[config.mk]
export PLATFORM = sky130hd
export DESIGN_NAME = dram_port_arbiter
export DESIGN_NICKNAME = d
export VERILOG_FILES = /design/src/rtl/dram_port_arbiter.sv
export SDC_FILE = /design/constraint.sdc
export NUM_CORES = 1
export LEC_CHECK = 0
export CORE_AREA = 2 2 243 245
export CTS_CLUSTER_SIZE = 40
export DETAILED_ROUTE_END_ITERATION = 10
export DIE_AREA = 0 0 245 247
export GPL_TIMING_DRIVEN = 0
export SLEW_MARGIN = 10
export SYNTH_ARGS = -nofsm -noshare
export SYNTH_HDL_FRONTEND = slang
export SYNTH_SLANG_ARGS = --single-unit
[constraint.sdc]
create_clock -name clk -period 2.8 [get_ports clk]
set_clock_uncertainty 0.2 [all_clocks]
set_input_delay 0.42 -clock clk [delete_from_list [all_inputs] [get_ports clk]]
set_output_delay 0.42 -clock clk [all_outputs]
set_load 0.005 [all_outputs]
[src/rtl/dram_port_arbiter.sv]
`default_nettype none
// ============================================================================
// Module      : dram_port_arbiter
// Description : Round-robin arbiter that merges NUM_PORTS word-wide requesters
//               onto a single line-wide DRAM command port. Reads are tagged
//               with {port, word index} in an in-order tag FIFO so the
//               returning line can be steered back to its requester and the
//               addressed word extracted with zero added latency.
// Ports       : clk, rst_x_async        - clock, async active-low reset
//               req_*                   - per-port request (valid/ready)
//               rd_valid/rd_word/rd_line - per-port read return
//               cmd_*                   - downstream line command
//               rsp_valid/rsp_data      - downstream read response
//               outstanding, rsp_err    - status
// Revision    : 1.0 - initial release
// ============================================================================
module dram_port_arbiter #(
    parameter int NUM_PORTS = 2,
    parameter int ADDR_W    = 32,
    parameter int WORD_W    = 32,
    parameter int LINE_W    = 128,
    parameter int MAX_OUTST = 4
) (
    input  logic                            clk,
    input  logic                            rst_x_async,
    input  logic [NUM_PORTS-1:0]            req_valid,
    input  logic [NUM_PORTS-1:0]            req_we,
    input  logic [NUM_PORTS*ADDR_W-1:0]     req_addr,
    input  logic [NUM_PORTS*WORD_W-1:0]     req_wdata,
    input  logic [NUM_PORTS*WORD_W/8-1:0]   req_mask,
    output logic [NUM_PORTS-1:0]            req_ready,
    output logic [NUM_PORTS-1:0]            rd_valid,
    output logic [WORD_W-1:0]               rd_word,
    output logic [LINE_W-1:0]               rd_line,
    output logic                            cmd_valid,
    input  logic                            cmd_ready,
    output logic                            cmd_we,
    output logic [ADDR_W-1:0]               cmd_addr,
    output logic [LINE_W-1:0]               cmd_wdata,
    output logic [LINE_W/8-1:0]             cmd_strb,
    input  logic                            rsp_valid,
    input  logic [LINE_W-1:0]               rsp_data,
    output logic [$clog2(MAX_OUTST):0]      outstanding,
    output logic                            rsp_err
);

    localparam int c_ratio      = LINE_W / WORD_W;
    localparam int c_word_bytes = WORD_W / 8;
    localparam int c_line_bytes = LINE_W / 8;
    localparam int c_word_off   = $clog2(c_word_bytes);
    localparam int c_line_off   = $clog2(c_line_bytes);
    localparam int c_idx_w      = (c_ratio > 1) ? $clog2(c_ratio) : 1;
    localparam int c_port_w     = (NUM_PORTS > 1) ? $clog2(NUM_PORTS) : 1;
    localparam int c_ptr_w      = (MAX_OUTST > 1) ? $clog2(MAX_OUTST) : 1;
    localparam int c_cnt_w      = $clog2(MAX_OUTST) + 1;
    localparam logic [ADDR_W-1:0] c_line_lo_mask = ADDR_W'((64'd1 << c_line_off) - 64'd1);

    // ------------------------------------------------------------------------
    // Reset: assertion clears state immediately through the async input;
    // deassertion is walked through two flops, and all state updates and
    // handshake outputs stay frozen until it emerges.
    // ------------------------------------------------------------------------
    logic [1:0] r_rst_sync;
    logic       w_active;

    always_ff @(posedge clk or negedge rst_x_async) begin
        if (!rst_x_async) begin
            r_rst_sync <= 2'b00;
        end else begin
            r_rst_sync <= {r_rst_sync[0], 1'b1};
        end
    end

    assign w_active = r_rst_sync[1];

    // ------------------------------------------------------------------------
    // Round-robin grant, searching upward from r_rr_ptr.
    // ------------------------------------------------------------------------
    logic [c_port_w-1:0] r_rr_ptr;
    logic [c_port_w-1:0] w_grant;
    logic                w_any;

    always_comb begin
        w_any   = 1'b0;
        w_grant = '0;
        for (int i = 0; i < NUM_PORTS; i++) begin
            if (!w_any && req_valid[(int'(r_rr_ptr) + i) % NUM_PORTS]) begin
                w_any   = 1'b1;
                w_grant = c_port_w'((int'(r_rr_ptr) + i) % NUM_PORTS);
            end
        end
    end

    logic [ADDR_W-1:0]  w_sel_addr;
    logic [WORD_W-1:0]  w_sel_wdata;
    logic [c_word_bytes-1:0] w_sel_mask;
    logic               w_sel_we;
    logic [c_idx_w-1:0] w_idx;

    assign w_sel_addr  = req_addr[int'(w_grant)*ADDR_W +: ADDR_W];
    assign w_sel_wdata = req_wdata[int'(w_grant)*WORD_W +: WORD_W];
    assign w_sel_mask  = req_mask[int'(w_grant)*c_word_bytes +: c_word_bytes];
    assign w_sel_we    = req_we[w_grant];

    // Word position within the line; a one-word line has only position 0.
    generate
        if (c_ratio > 1) begin : g_idx_multi
            assign w_idx = w_sel_addr[c_line_off-1:c_word_off];
        end else begin : g_idx_single
            assign w_idx = '0;
        end
    endgenerate

    // ------------------------------------------------------------------------
    // Tag FIFO bookkeeping
    // ------------------------------------------------------------------------
    logic [c_port_w-1:0] r_tag_port [MAX_OUTST];
    logic [c_idx_w-1:0]  r_tag_idx  [MAX_OUTST];
    logic [c_ptr_w-1:0]  r_wr_ptr;
    logic [c_ptr_w-1:0]  r_rd_ptr;
    logic [c_cnt_w-1:0]  r_count;
    logic                r_err;
    logic                w_full;
    logic                w_empty;
    logic                w_accept;
    logic                w_push;
    logic                w_pop;
    logic [c_port_w-1:0] w_head_port;
    logic [c_idx_w-1:0]  w_head_idx;

    assign w_full      = (r_count == c_cnt_w'(MAX_OUTST));
    assign w_empty     = (r_count == '0);
    assign w_head_port = r_tag_port[r_rd_ptr];
    assign w_head_idx  = r_tag_idx[r_rd_ptr];

    // Writes are posted and bypass the tag FIFO, so only reads can stall on it.
    assign cmd_valid = w_active & w_any & (w_sel_we | ~w_full);
    assign w_accept  = cmd_valid & cmd_ready;
    assign w_push    = w_accept & ~w_sel_we;
    assign w_pop     = w_active & rsp_valid & ~w_empty;

    assign cmd_we    = w_sel_we;
    assign cmd_addr  = w_sel_addr & ~c_line_lo_mask;
    assign cmd_wdata = {c_ratio{w_sel_wdata}};
    assign cmd_strb  = w_sel_we ? (c_line_bytes'(w_sel_mask) << (int'(w_idx) * c_word_bytes))
                                : '0;

    generate
        for (genvar p = 0; p < NUM_PORTS; p++) begin : g_port
            assign req_ready[p] = (w_grant == c_port_w'(p)) & w_accept;
            assign rd_valid[p]  = w_pop & (w_head_port == c_port_w'(p));
        end
    endgenerate

    assign rd_line     = rsp_data;
    assign rd_word     = WORD_W'(rsp_data >> (int'(w_head_idx) * WORD_W));
    assign outstanding = r_count;
    assign rsp_err     = r_err;

    // Tag storage needs no reset: entries are only read while counted valid.
    always_ff @(posedge clk) begin
        if (w_push) begin
            r_tag_port[r_wr_ptr] <= w_grant;
            r_tag_idx[r_wr_ptr]  <= w_idx;
        end
    end

    always_ff @(posedge clk or negedge rst_x_async) begin
        if (!rst_x_async) begin
            r_rr_ptr <= '0;
            r_wr_ptr <= '0;
            r_rd_ptr <= '0;
            r_count  <= '0;
            r_err    <= 1'b0;
        end else if (w_active) begin
            if (w_accept) begin
                r_rr_ptr <= (w_grant == c_port_w'(NUM_PORTS - 1)) ? '0 : w_grant + 1'b1;
            end
            if (w_push) begin
                r_wr_ptr <= (r_wr_ptr == c_ptr_w'(MAX_OUTST - 1)) ? '0 : r_wr_ptr + 1'b1;
            end
            if (w_pop) begin
                r_rd_ptr <= (r_rd_ptr == c_ptr_w'(MAX_OUTST - 1)) ? '0 : r_rd_ptr + 1'b1;
            end
            case ({w_push, w_pop})
                2'b10:   r_count <= r_count + 1'b1;
                2'b01:   r_count <= r_count - 1'b1;
                default: r_count <= r_count;
            endcase
            // A response with no tag to match is a protocol fault; latch it.
            if (rsp_valid && w_empty) begin
                r_err <= 1'b1;
            end
        end
    end

endmodule
`default_nettype wire

# [Word-level counts from Yosys, hierarchy flattened]
# Memory sizes are Yosys's and may differ from the RTL's.
# Index checks and enable logic that the tools add are counted.
[totals] register_bits=11 ramBits=12 in_bits=272 out_inout_bits=346 wordCells=72 mem_count=2
[op_classes] n_addsub=6 n_lt_le_gt_ge=3 eq_ne=5 n_shift=5 mux=18 n_bitwise=17 n_reduce_logical=10
[memory_table] name="r_tag_idx" words=4 word_bits=2 rd=1 rd_clocked_by_memory_dff=0 wr=1 line="118" source="logic [c_idx_w-1:0] r_tag_idx [MAX_OUTST];"
[memory_table] name="r_tag_port" words=4 word_bits=1 rd=1 rd_clocked_by_memory_dff=0 wr=1 line="117" source="logic [c_port_w-1:0] r_tag_port [MAX_OUTST];"
[ops] op="$shiftx 64x7->32" count=2
[ops] op="$shr 128x7->32" count=1
[ops] op="$mux 16" count=1
[ops] op="$shl 4x4->16" count=1
[ops] op="$mux 1" count=14
[ops] op="$and 1x1->1" count=10
[ops] op="$reduce_and 2->1" count=5
[ops] op="$shiftx 8x4->4" count=1
[ops] op="$eq 2x2->1 const B" count=3
[ops] op="$pmux 3 s2" count=1
[ops] op="$not 1->1" count=5
[ops] op="$add 2x1->2 const B" count=2
[ops] op="$lt 1x2->1 const B" count=2
[ops] op="$mux 2" count=2
[ops] op="$add 3x1->3 const B" count=1
[ops] op="$eq 3x3->1 const B" count=1
[ops] op="$logic_not 3->1" count=1
[ops] op="$lt 2x3->1 const B" count=1
[ops] op="$sub 3x1->3 const B" count=1
[ops] op="$add 1x1->1 const B" count=2
[ops] op="$eq 2x1->1 const B" count=1
[ops] op="$logic_and 1x1->1" count=2
[ops] op="$reduce_bool 2->1" count=1
[ops] op="$and 1x1->1 const A" count=1
[ops] op="2 further kinds" count=2

# [Logic depth before layout (Yosys ltp)]
# Gate-level depths: netlist of the first run.
[logic_depth] depth_word=16 depth_mapped=10 depth_no_buf=9

# [Worst setup path after synthesis of the first run]
# No wires, ideal clock.
[synth_path] path_kind="register -> register" start="register r_count[1], in the netlist outstanding[1]" end="register r_count[2], in the netlist outstanding[2]" setup_ps=79 t_arrival_ps=2097 t_required_ps=2521 setup_slack_ps=424 stages_incl_launch_ff=10 n_path_buf=0 period_less_slack_ps=2376 path_cell_list="dfrtp_1 or3b_1 and2_1 o211ai_2 ha_1 inv_1 fa_1 xor2_1 nor2_1 xor2_1"
[synth_via] elab_chain_cells=9 word_cells_on_any_way=16 classes_between="add/sub: 2; eq/ne: 3; mux: 1; bitwise: 7; reduce/logical: 3"
[synth_lines] element="from (decl)" line="121" source="logic [c_cnt_w-1:0] r_count;"
[synth_lines] element="from (signal assigned)" line="186" source="2'b10: r_count <= r_count + 1'b1;"
[synth_lines] element="from (signal assigned)" line="187" source="2'b01: r_count <= r_count - 1'b1;"
[synth_lines] element="from (signal assigned)" line="188" source="default: r_count <= r_count;"
[synth_lines] element="$eq 3x3->1" line="131" source="assign w_full = (r_count == c_cnt_w'(MAX_OUTST));"
[synth_lines] element="$not 1->1" line="137" source="assign cmd_valid = w_active & w_any & (w_sel_we | ~w_full);"
[synth_lines] element="$or 1x1->1" line="137"
[synth_lines] element="$and 1x1->1" line="137"
[synth_lines] element="$and 1x1->1" line="138" source="assign w_accept = cmd_valid & cmd_ready;"
[synth_lines] element="$and 1x1->1" line="139" source="assign w_push = w_accept & ~w_sel_we;"
[synth_lines] element="$eq 2x1->1 / $eq 2x2->1 (equally long branches)" line="185" source="case ({w_push, w_pop})"
[synth_lines] element="$reduce_bool 2->1 (no source line)"
[synth_lines] element="$reduce_and 2->1 (no source line)"
# Several ways; a longest one is shown, not always the timed one.
# A chain may end at the register's enable or synchronous reset.

# [Worst setup path in the final report of the first run]
[layout_path] start="register r_rr_ptr" end="output cmd_wdata[51]"
[layout_via] elab_chain_cells=7 word_cells_on_any_way=12 classes_between="add/sub: 1; shift: 1; mux: 8; reduce/logical: 2"
[layout_lines] element="from (decl)" line="79" source="logic [c_port_w-1:0] r_rr_ptr;"
[layout_lines] element="from (signal assigned)" line="177" source="r_rr_ptr <= (w_grant == c_port_w'(NUM_PORTS - 1)) ? '0 : w_grant + 1'b1;"
[layout_lines] element="$add 1x1->1 / $mux 1 (equally long branches)" line="87, 89"
[layout_lines] element="$mux 1 (not written as such) (2 in a row)" line="87" source="if (!w_any && req_valid[(int'(r_rr_ptr) + i) % NUM_PORTS]) begin"
[layout_lines] element="$mux 1 (not written as such) / $logic_not 1->1 (equally long branches)" line="87"
[layout_lines] element="$logic_and 1x1->1" line="87"
[layout_lines] element="$mux 1 *" line="87"
[layout_lines] element="$shiftx 64x7->32 *" line="101" source="assign w_sel_wdata = req_wdata[int'(w_grant)*WORD_W +: WORD_W];"
[layout_lines] element="to (decl)" line="39" source="output logic [LINE_W-1:0] cmd_wdata,"
# Mark *: on every way between the ends. The rest lies on a longest branch, timed or not. The select of a mux whose other input is x is not followed.

==> results of run 1 <==
-- metal layers --
metal	part of all wire	wire [um]	vias to the layer above	track usage
met5	0.00030	11	-	0
met4	0.016	599	2	0.01237
li1	-	-	2951	-
met3	0.072	2619	38	0.02268
met2	0.53	19250	414	0.2182
met1	0.38	14020	2968	0.1249
-- cells by family (layout without fill, tap and decap cells) --
group | count (synthesis) | count (layout) | synth area share
compound gates | 13 | 13 | 0.01714
fa+ha+maj | 7 | 7 | 0.01888
xor+xnor | 3 | 3 | 0.005218
mux | 170 | 170 | 0.3637
other cells | 2 | 6 | 0.001491
flops | 23 | 23 | 0.1262
simple gates | 35 | 35 | 0.04224
buf+inv | 291 | 957 | 0.4251
-- cells in the final DEF (no fill, tap or decap), types with 9 or more instances in the layout --
cell type | synthesis | final
mux2i_4 | 2 | 9
dlygate4sd2_1 | 0 | 103
mux2_2 | 64 | 29
buf_6 | 8 | 47
mux2i_1 | 102 | 92
buf_4 | 260 | 286
nor4_4 | 0 | 11
edfxtp_1 | 12 | 12
clkdlybuf4s50_1 | 0 | 404
dlymetal6s2s_1 | 0 | 14
mux2_4 | 0 | 35
buf_12 | 0 | 21
buf_2 | 8 | 17
dfrtp_1 | 11 | 9
inv_1 | 12 | 12
clkdlybuf4s15_1 | 0 | 26
-- critical path, delay by kind of cell, from the launching register on --
family	cells	cell delay (ps)
buffers and inverters	6	880
flip-flops	1	410
multiplexers	1	370
AND/OR/NAND/NOR	2	280
-- where the power goes --
| part | switching [mW] | leakage (nW) | internal, mW |
|---|---|---|---|
| clock network | 0.113 | 0.0409 | 0.192 |
| logic | 1.86 | 5.87 | 2.86 |
| registers | 0.0767 | 0.236 | 0.434 |
-- registers in the layout, summed over array words and instances, names as in the netlist --
name and count:
outstanding 3, r_tag_port 4, rsp_err 1, r_rr_ptr 1
r_wr_ptr 2, r_rd_ptr 2, r_rst_sync 2, r_tag_idx 8
-- metrics by stage --
stage | power (mW) | cells
2_1_floorplan | 2.514 | 547
3_3_place_gp | 4.849 | 1929
3_5_place_dp | 4.872 | 1929
4_1_cts | 5.557 | 1985
5_1_grt | 5.902 | 1986
6_report | 5.542 | 1987
-- what timing repair did --
| action | in CTS | in global routing |
|---|---|---|
| setup buffers | 46 | 9 |
| resized for setup | 437 | 87 |
| setup endpoints to repair | 208 | 87 |
| gates cloned | 8 | 2 |
| pin swaps | 1 | 3 |
-- path summary, 6_finish.rpt --
| check | slack, ps | to |
|---|---|---|
| worst min-delay path | 150 | r_rst_sync[1] |
| worst max register to register | 240 | outstanding[2] |
| worst min register to register | 150 | r_rst_sync[1] |
| worst max-delay path | -20 | cmd_wdata[51] |
| max in group asynchronous | 1710 | r_rd_ptr[1] |
| min in group asynchronous | 310 | r_rd_ptr[0] |
-- final cells by class --
class | instances | area, um2
tap | 773 | 967.2
clock buffer | 3 | 75.07
buffer | 272 | 2291
fill | 6304 | 44910
timing repair inverter | 2 | 11.26
timing repair buffer | 665 | 6570
clock inverter | 1 | 5.005
multi-input combinational | 233 | 2706
inverter | 14 | 65.06
sequential | 23 | 638.1
antenna | 1 | 2.502
==> run metrics, run 1 <==
htree depth 1; Remaining DRCs 0; EDFF count, synth 12; ranking of synthesized cells by area buf_4, mux2i_1, mux2_2; Initial Util 0.08647; Syn. warnings 0; GPL Wtd Cong 0.8844; total grt overflow 0; Seq cells post-synth 23; Seq/Total Area, Yosys 0.1262; CTS Sinks 23; DRT Wirelength 36500 um; Rel. slew slack 0.6502; Slowest cell on crit path dfrtp_1; R2R cell count 9; Die X-Extent 245 um; Synth area leader buf_4; status finished with violations; ys flop type edfxtp_1; VDD IR max 0.2391 mV; Slew @ Worst Pin 523.1 ps; initial antenna violation count 12; CTS Buf Count 3; core area 0.05824 mm2; post-route setup slack -19.40 ps; P_leak 6.142 nW; largest net degree at the start of global routing 14; Fmax achieved 0.3547 GHz; IO Pins 618; Post-synth top cells buf_4, mux2i_1, mux2_2; crit path cell chain nor2b_4 > nand2b_4 > buf_12 > buf_8 > buf_6 > buf_16 > mux2_4 > buf_4 > dlygate4sd2_1; Post-DRT Antenna Nets 0; full die area 0.06052 mm2; RR Startpoint outstanding[0]; Util after Layout 0.2289; max-cap violation count 0; Clk pin slew, worst setup/hold paths 60 ps; area grow syn2layout 164.7%; pre-CTS setup slack -1023 ps; DRT Pass-1 Iters 4; failing checks negative setup slack; Final setup viols 3; Syn Area/Cell 9.258 um2; Crit Path Class flip-flop to primary output; Yosys cell types 36; num rows 89; CTS tree yes; total track usage 0.1110; Worst path max stage delay 410 ps; Hold Path Depth 0; final instance area 0.01333 mm2; top-count cell post-synth buf_4; Root Buffer clkbuf_16; Max Slew Vio Count 0; die height 247 um; CP Launch Type flip-flop; Longest Clk Path Bufs 2; placed inst area 0.01211 mm2; first-pass GRT wire length 48090 um; Tmin final 2819 ps; WHS 154.4 ps; # nets final 1493; via count 6373; Hold Violations, Final 0; RSZ-0062 raised after global routing true; Arr. time, crit path 2200 ps; DRT iter0 DRCs 97; vias in the first global route 6726; worst setup path start r_rr_ptr; Synth async-reset ratio 0.4783; layout cell share with drive strength beyond 1 0.4106; CTS Hold Buffers Added 0; WL per Instance 18.37 um; Worst Path Required 2180 ps; post-synth design cell area 0.005036 mm2; Hold Startpoint r_rst_sync[0]; Post-DP HPWL 31470 um; CP endpoint kind primary output; Worst-Skew Late Latency 250 ps; Hold WC Path Type flip-flop to flip-flop; Cells after Synth 544; PD cells 415.7 mW/mm2; vias per inst 3.207; Port Buf Inserts 609; Synth top area share 0.3876; setup TNS -37.99 ps; Tcrit/Tclk final 1.007; maximum fanout along the worst path 5
Power figures use the tool's default switching activity.
==> inputs of run 2 (changes only) <==
- HOLD_SLACK_MARGIN: not set -> 0.1
==> results of run 2 <==
Same layout as run 1: the final DEF is identical, and so are final timing and power.
